[src/rtl/cpu_debug_controller_pkg.sv]
// Shared definitions for the rv32i run-control block: host opcodes, FSM state
// encoding and the layout of the STATUS response word.
package cpu_debug_controller_pkg;

  localparam logic [2:0] DBG_OP_STATUS     = 3'd0;
  localparam logic [2:0] DBG_OP_HALT       = 3'd1;
  localparam logic [2:0] DBG_OP_RESUME     = 3'd2;
  localparam logic [2:0] DBG_OP_STEP       = 3'd3;
  localparam logic [2:0] DBG_OP_REG_RD     = 3'd4;
  localparam logic [2:0] DBG_OP_REG_WR     = 3'd5;
  localparam logic [2:0] DBG_OP_RD_RETIRED = 3'd6;
  localparam logic [2:0] DBG_OP_RD_CYCLES  = 3'd7;

  localparam int STAT_STALL_BIT     = 0;
  localparam int STAT_HALTED_BIT    = 1;
  localparam int STAT_STEP_BUSY_BIT = 2;

  typedef enum logic [2:0] {
    ST_RUNNING   = 3'd0,
    ST_HALT_WAIT = 3'd1,
    ST_HALTED    = 3'd2,
    ST_STEP_GO   = 3'd3,
    ST_STEP_WAIT = 3'd4,
    ST_REG_RD    = 3'd5,
    ST_RESP      = 3'd6
  } dbg_state_t;

  function automatic logic [31:0] status_word(input logic step_busy,
                                              input logic halted,
                                              input logic stall);
    logic [31:0] w;
    w = '0;
    w[STAT_STEP_BUSY_BIT] = step_busy;
    w[STAT_HALTED_BIT]    = halted;
    w[STAT_STALL_BIT]     = stall;
    return w;
  endfunction

endpackage

[src/rtl/cpu_debug_controller_counters.sv]
// Free-running retired-instruction and unstalled-cycle counters; both wrap
// naturally at 32 bits.
module cpu_debug_controller_counters
  import cpu_debug_controller_pkg::*;
(
  input  logic        CLK,
  input  logic        RST,
  input  logic        cpu_retire,
  input  logic        pc_stall,
  output logic [31:0] retired,
  output logic [31:0] cycles
);

  always_ff @(posedge CLK) begin
    if (RST) begin
      retired <= '0;
      cycles  <= '0;
    end else begin
      if (cpu_retire) retired <= retired + 32'd1;
      if (!pc_stall)  cycles  <= cycles + 32'd1;
    end
  end

endmodule

[src/rtl/cpu_debug_controller.sv]
// Host run-control for the rv32i core: halt/resume/step, register-file access
// through the cm_regfile_* port, and counter readout, one response per command.
module cpu_debug_controller
  import cpu_debug_controller_pkg::*;
#(
  parameter int START_HALTED = 1,
  parameter int HALT_TIMEOUT = 256
) (
  input  logic        CLK,
  input  logic        RST,
  input  logic        cmd_valid,
  output logic        cmd_ready,
  input  logic [2:0]  cmd_op,
  input  logic [4:0]  cmd_addr,
  input  logic [31:0] cmd_data,
  output logic        rsp_valid,
  input  logic        rsp_ready,
  output logic [31:0] rsp_data,
  output logic        rsp_err,
  input  logic        cpu_idle,
  input  logic        cpu_retire,
  output logic        pc_stall,
  output logic [4:0]  cm_regfile_addr,
  output logic        cm_regfile_we,
  output logic [31:0] cm_regfile_write_data,
  input  logic [31:0] cm_regfile_read_data
);

  localparam int               TMO_W       = $clog2(HALT_TIMEOUT + 1);
  localparam logic [TMO_W-1:0] TMO_LAST    = TMO_W'(HALT_TIMEOUT - 1);
  localparam logic [TMO_W-1:0] TMO_ONE     = TMO_W'(1);
  localparam dbg_state_t       RESET_STATE = dbg_state_t'((START_HALTED != 0) ? ST_HALTED : ST_RUNNING);
  localparam logic             RESET_STALL = (START_HALTED != 0);

  dbg_state_t       state, state_d;
  logic             pc_stall_d;
  logic [31:0]      rsp_data_d;
  logic             rsp_err_d;
  logic [4:0]       rf_addr_d;
  logic             rf_we_d;
  logic [31:0]      rf_wdata_d;
  logic [TMO_W-1:0] tmo, tmo_d;
  logic             step_arm, step_arm_d;
  logic             is_halted;
  logic             accept;
  logic             tmo_expired;
  logic [31:0]      retired;
  logic [31:0]      cycles;

  cpu_debug_controller_counters u_counters (
    .CLK        (CLK),
    .RST        (RST),
    .cpu_retire (cpu_retire),
    .pc_stall   (pc_stall),
    .retired    (retired),
    .cycles     (cycles)
  );

  assign is_halted   = (state == ST_HALTED);
  assign cmd_ready   = (state == ST_RUNNING) || (state == ST_HALTED);
  assign rsp_valid   = (state == ST_RESP);
  assign accept      = cmd_valid && cmd_ready;
  assign tmo_expired = (tmo == TMO_LAST);

  always_comb begin
    state_d    = state;
    pc_stall_d = pc_stall;
    rsp_data_d = rsp_data;
    rsp_err_d  = rsp_err;
    rf_addr_d  = '0;
    rf_we_d    = 1'b0;
    rf_wdata_d = '0;
    tmo_d      = tmo;
    step_arm_d = step_arm;

    case (state)
      ST_RUNNING, ST_HALTED: begin
        if (accept) begin
          state_d    = ST_RESP;
          rsp_data_d = '0;
          rsp_err_d  = 1'b0;
          tmo_d      = '0;
          step_arm_d = 1'b0;
          case (cmd_op)
            DBG_OP_STATUS: rsp_data_d = status_word(1'b0, is_halted, pc_stall);
            DBG_OP_HALT: begin
              if (!is_halted) begin
                pc_stall_d = 1'b1;
                state_d    = ST_HALT_WAIT;
              end
            end
            DBG_OP_RESUME: pc_stall_d = 1'b0;
            DBG_OP_STEP: begin
              if (is_halted) begin
                pc_stall_d = 1'b0;
                state_d    = ST_STEP_GO;
              end else begin
                rsp_err_d  = 1'b1;
              end
            end
            DBG_OP_REG_RD: begin
              if (is_halted) begin
                rf_addr_d = cmd_addr;
                state_d   = ST_REG_RD;
              end else begin
                rsp_err_d = 1'b1;
              end
            end
            DBG_OP_REG_WR: begin
              // x0 writes go out unchanged; the core's regfile drops them.
              if (is_halted) begin
                rf_we_d    = 1'b1;
                rf_addr_d  = cmd_addr;
                rf_wdata_d = cmd_data;
              end else begin
                rsp_err_d  = 1'b1;
              end
            end
            DBG_OP_RD_RETIRED: rsp_data_d = retired;
            DBG_OP_RD_CYCLES:  rsp_data_d = cycles;
            default: ;
          endcase
        end
      end

      ST_HALT_WAIT: begin
        tmo_d = tmo + TMO_ONE;
        if (cpu_idle) begin
          state_d = ST_RESP;
        end else if (tmo_expired) begin
          state_d   = ST_RESP;
          rsp_err_d = 1'b1;
        end
      end

      // One unstalled cycle lets exactly one fetch through.
      ST_STEP_GO: begin
        pc_stall_d = 1'b1;
        state_d    = ST_STEP_WAIT;
        step_arm_d = step_arm || !cpu_idle || cpu_retire;
      end

      // Done once the core has left idle (or retired) and parked again.
      ST_STEP_WAIT: begin
        tmo_d      = tmo + TMO_ONE;
        step_arm_d = step_arm || !cpu_idle || cpu_retire;
        if (step_arm && cpu_idle) begin
          state_d = ST_RESP;
        end else if (tmo_expired) begin
          state_d   = ST_RESP;
          rsp_err_d = 1'b1;
        end
      end

      ST_REG_RD: begin
        rsp_data_d = cm_regfile_read_data;
        state_d    = ST_RESP;
      end

      ST_RESP: begin
        if (rsp_ready) state_d = pc_stall ? ST_HALTED : ST_RUNNING;
      end

      default: state_d = RESET_STATE;
    endcase
  end

  always_ff @(posedge CLK) begin
    if (RST) begin
      state                 <= RESET_STATE;
      pc_stall              <= RESET_STALL;
      rsp_data              <= '0;
      rsp_err               <= 1'b0;
      cm_regfile_addr       <= '0;
      cm_regfile_we         <= 1'b0;
      cm_regfile_write_data <= '0;
      tmo                   <= '0;
      step_arm              <= 1'b0;
    end else begin
      state                 <= state_d;
      pc_stall              <= pc_stall_d;
      rsp_data              <= rsp_data_d;
      rsp_err               <= rsp_err_d;
      cm_regfile_addr       <= rf_addr_d;
      cm_regfile_we         <= rf_we_d;
      cm_regfile_write_data <= rf_wdata_d;
      tmo                   <= tmo_d;
      step_arm              <= step_arm_d;
    end
  end

endmodule

[config.mk]
export PLATFORM = sky130hd
export DESIGN_NAME = cpu_debug_controller
export DESIGN_NICKNAME = d
export VERILOG_FILES = /design/src/rtl/cpu_debug_controller_pkg.sv /design/src/rtl/cpu_debug_controller_counters.sv /design/src/rtl/cpu_debug_controller.sv
export SDC_FILE = /design/constraint.sdc
export NUM_CORES = 1
export LEC_CHECK = 0
export BUFFER_PORTS_ARGS = -buffer_cell sky130_fd_sc_hd__buf_4
export CAP_MARGIN = 20
export CORE_ASPECT_RATIO = 0.5
export CORE_MARGIN = 2
export CORE_UTILIZATION = 47
export DETAILED_ROUTE_END_ITERATION = 10
export GPL_TIMING_DRIVEN = 0
export PLACE_DENSITY = 0.81
export SYNTH_ARGS = -nofsm -noshare
export SYNTH_HDL_FRONTEND = slang
export SYNTH_SLANG_ARGS = --single-unit
[constraint.sdc]
create_clock -name CLK -period 3.7 [get_ports CLK]
set_clock_uncertainty 0.15 [all_clocks]
set_input_delay 0.37 -clock CLK [delete_from_list [all_inputs] [get_ports CLK]]
set_output_delay 0.37 -clock CLK [all_outputs]
set_load 0.01 [all_outputs]
==> key figures <==
Status
  – Run status: complete, no violations

Power
  – LEAKAGE: 3.379 nW
  – Logic pwr share: ~8.5%
  – Clock power frac: about 47%
  – Max IR drop VDD: ~400 uV
  – Final total power: approximately 3.7 mW
  – Sw Pwr: between 0.9 and 1 mW
  – Pint: about 2.7 mW
  – Sequential Power Share: roughly 45%
  – Sw frac: between 20% and 30%
  – Cell Pwr Density: 422.0 mW/mm2

Placement
  – Post-DP HPWL: between 10 and 15 mm
  – Final Wtd Congestion: between 0.8 and 0.9
  – # placed instances: around 1,100
  – Port Buf Inserts: 149

Global routing
  – First-pass GRT wire length: 30.13 mm
  – Initial antenna violation count: 0
  – Number of global-route vias before repair: roughly 6,100
  – Pin count of the biggest net entering global routing: 17
  – GRT overflow: 0
  – GRT Util Overall: approximately 25%

Logic synthesis
  – Post-synth EDFFs: 0
  – Synthesized area: a little under 0.007 mm2
  – Most used DFF post-synth: dfxtp_1
  – Largest cells by area after synthesis: dfxtp_1 (44%), a21oi_1 (6.0%), and3_1 (3.7%)
  – Area leader, netlist: dfxtp_1
  – Post-synth cell types: 53
  – Ys async rst share: 0%
  – Post-Syn Nets: about 850
  – Mapped Cells: around 770
  – Avg Inst Size Synth: 8.741 um2
  – Share of the synthesized area in the top cell type: around 44%
  – Number of synthesized register bits: approximately 150
  – Seq/Total Area, Yosys: between 40 and 50%
  – Synthesis Warnings: 0

Worst hold path
  – Min-Delay Path Class: primary input to flop

Routing
  – Drt pass-1 iters: 7
  – Post-route ant nets: 0
  – WL per Instance: about 17 um
  – DRT iter0 DRCs: ~560
  – Residual DRC: 0
  – Vias per std cell: between 5 and 6
  – Final wirelength: approximately 19 mm
  – Via count: around 6,600

STA
  – Final hold vios: 0
  – Final setup fails: 0
  – Worst Max-Slew Pin Slew: ~700 ps
  – FMAX: between 300 and 400 MHz
  – Unrepaired setup endpoints after global routing: false
  – Final-report max-slew violation count: 0
  – Final Cycle Share: 74.01%
  – Crit path time final: around 2700 ps
  – Max_slew headroom: between 50% and 60%
  – TNS Setup: 0 ps

Clocking
  – TritonCTS Buffers: 17
  – Hold Buf Count CTS: 3
  – Root Driver: clkbuf_16
  – H-tree Lvls: 4
  – Clock buffer depth: 2
  – Post-cts resize count: 0
  – Clock sinks: ~150
  – Postcts setup bufs: 0
  – Clock transition at path regs: 60 ps
  – Clk_lat worst skew: 430 ps
  – CTS tree: yes

Floorplan
  – Chip width: 173.1 um
  – Initial core utilization: 48.79%
  – Row count: 30
  – Die area: roughly 0.015 mm2
  – Core area: 0.01378 mm2
  – Io pins: roughly 150
  – Die H: slightly below 90 um

Critical path
  – Crit-path cells: ha_1 > nand4_2 > or4_1 > buf_2 > clkbuf_1 > o31ai_1 > a21oi_1
  – Family with the most delay on the worst path: simple AND/OR/NAND/NOR gates
  – Crit path max-delay cell type: or4_1
  – WP buf/inv: 2
  – Worst setup EP type: flop
  – Critical path class: flop to flop
  – Worst path arrival time: around 2900 ps
  – Crit-path max FO: 10
  – Worst Path Required: between 3000 and 4000 ps
  – Crit path launch type: flop
  – CP max stage delay: ~570 ps

Final layout
  – ANT cells: 0
  – Finished Layout Cells: 1,146
  – Fill count: between 1,000 and 1,500
  – Commonest non-fill, non-tap cell in the layout: buf_4
  – Nets@finish: 1,023
  – Most frequent cells in the layout: buf_4 (150), dfxtp_1 (149), a21oi_1 (80)
  – Share of layout cells above drive strength 1: 21.28%
  – Area Growth Syn to Fin: 29.49%

Flow run
  – Max-cap viol count: 0
[state kept, by name (all words and copies together), names as in the netlist]
register and cells:
rsp_data 32, step_arm 1, tmo 9, cm_regfile_write_data 32, state 3, cm_regfile_addr 5, u_counters.retired 32, rsp_err 1
cm_regfile_we 1, pc_stall 1, u_counters.cycles 32
[cell families (layout without fill, tap and decap cells)]
family	Yosys count	count (layout)	synth area share [%]
compound gates	184	184	16.75
xor+xnor	26	26	3.388
simple gates	299	299	25.04
fa+ha+maj	4	4	0.7446
buf+inv	74	259	4.263
flops	149	149	44.38
mux	33	33	5.436
[cell type report]
cell class / count / area [um2] / area share, %
multi-input cells: 546 / 3452 / 39.66
flip-flops and latches: 149 / 2983 / 34.27
repair buffers: 153 / 1159 / 13.31
clock buffers: 17 / 425.4 / 4.888
well taps: 192 / 240.2 / 2.760
plain buffers: 61 / 237.7 / 2.731
clock inverters: 15 / 157.7 / 1.811
inverters: 13 / 48.80 / 0.5607
[routing by layer]
metal  up-vias  track usage [%]  share of wire, %  routed length (um)
li1       3165                -                 -                   -
met2       294            40.47                47                9011
met5         -                0                 0                   0
met1      3132            32.57                44                8466
met3        27            4.424               7.7                1476
met4         0            10.71               1.6                 308
[path summary, 6_finish.rpt]
kind | startpoint | end | slack, ps | cells after the start
setup / recovery | u_counters.retired[0] | u_counters.retired[26] | 960 | 7
hold / removal | cmd_addr[4] | cm_regfile_addr[4] | 5 | 2
setup reg to reg | u_counters.retired[0] | u_counters.retired[26] | 960 | 7
hold reg to reg | step_arm | step_arm | 320 | 2
[synthesized netlist by cell type, drive strengths merged, types with 2 or more instances]
cell type,count
dfxtp,149
a21oi,80
nand2,65
clkbuf,53
nor2,41
and3,40
a22oi,33
o21ai,29
mux2,28
or4,27
o31ai,26
nand4,20
nand3,19
or3,17
inv,13
xnor2,13
xor2,13
nor2b,12
and4,11
nor3,11
and2,9
buf,8
nor3b,7
mux2i,5
ha,4
o311ai,4
or2,4
nor4,3
and3b,2
nand4b,2
o21a,2
o41ai,2
or3b,2
or4b,2
[stage by stage]
step / hold WS, ps / cell area [um2] / setup WS, ps / utilization (%)
2_1_floorplan: 289.4 / 6721 / 1469 / -
3_3_place_gp: 305.1 / 8080 / 1095 / 58.66
3_5_place_dp: 319.3 / 8080 / 1032 / 58.66
4_1_cts: 0.06828 / 8693 / 1014 / 63.11
5_1_grt: 8.014 / 8703 / 829.4 / 63.18
6_report: 4.885 / 8703 / 961.5 / 63.18
[power by group through the flow]
stage	combinational, mW	sequential (mW)	clock (mW)
after CTS	0.309	1.63	1.74
after global routing	0.342	1.64	1.82
after global placement	0.300	1.67	0
final	0.313	1.63	1.73
after detailed placement	0.305	1.67	0
after floorplan	0.162	1.67	0
Note: power is estimated with default switching activity, not from simulation.
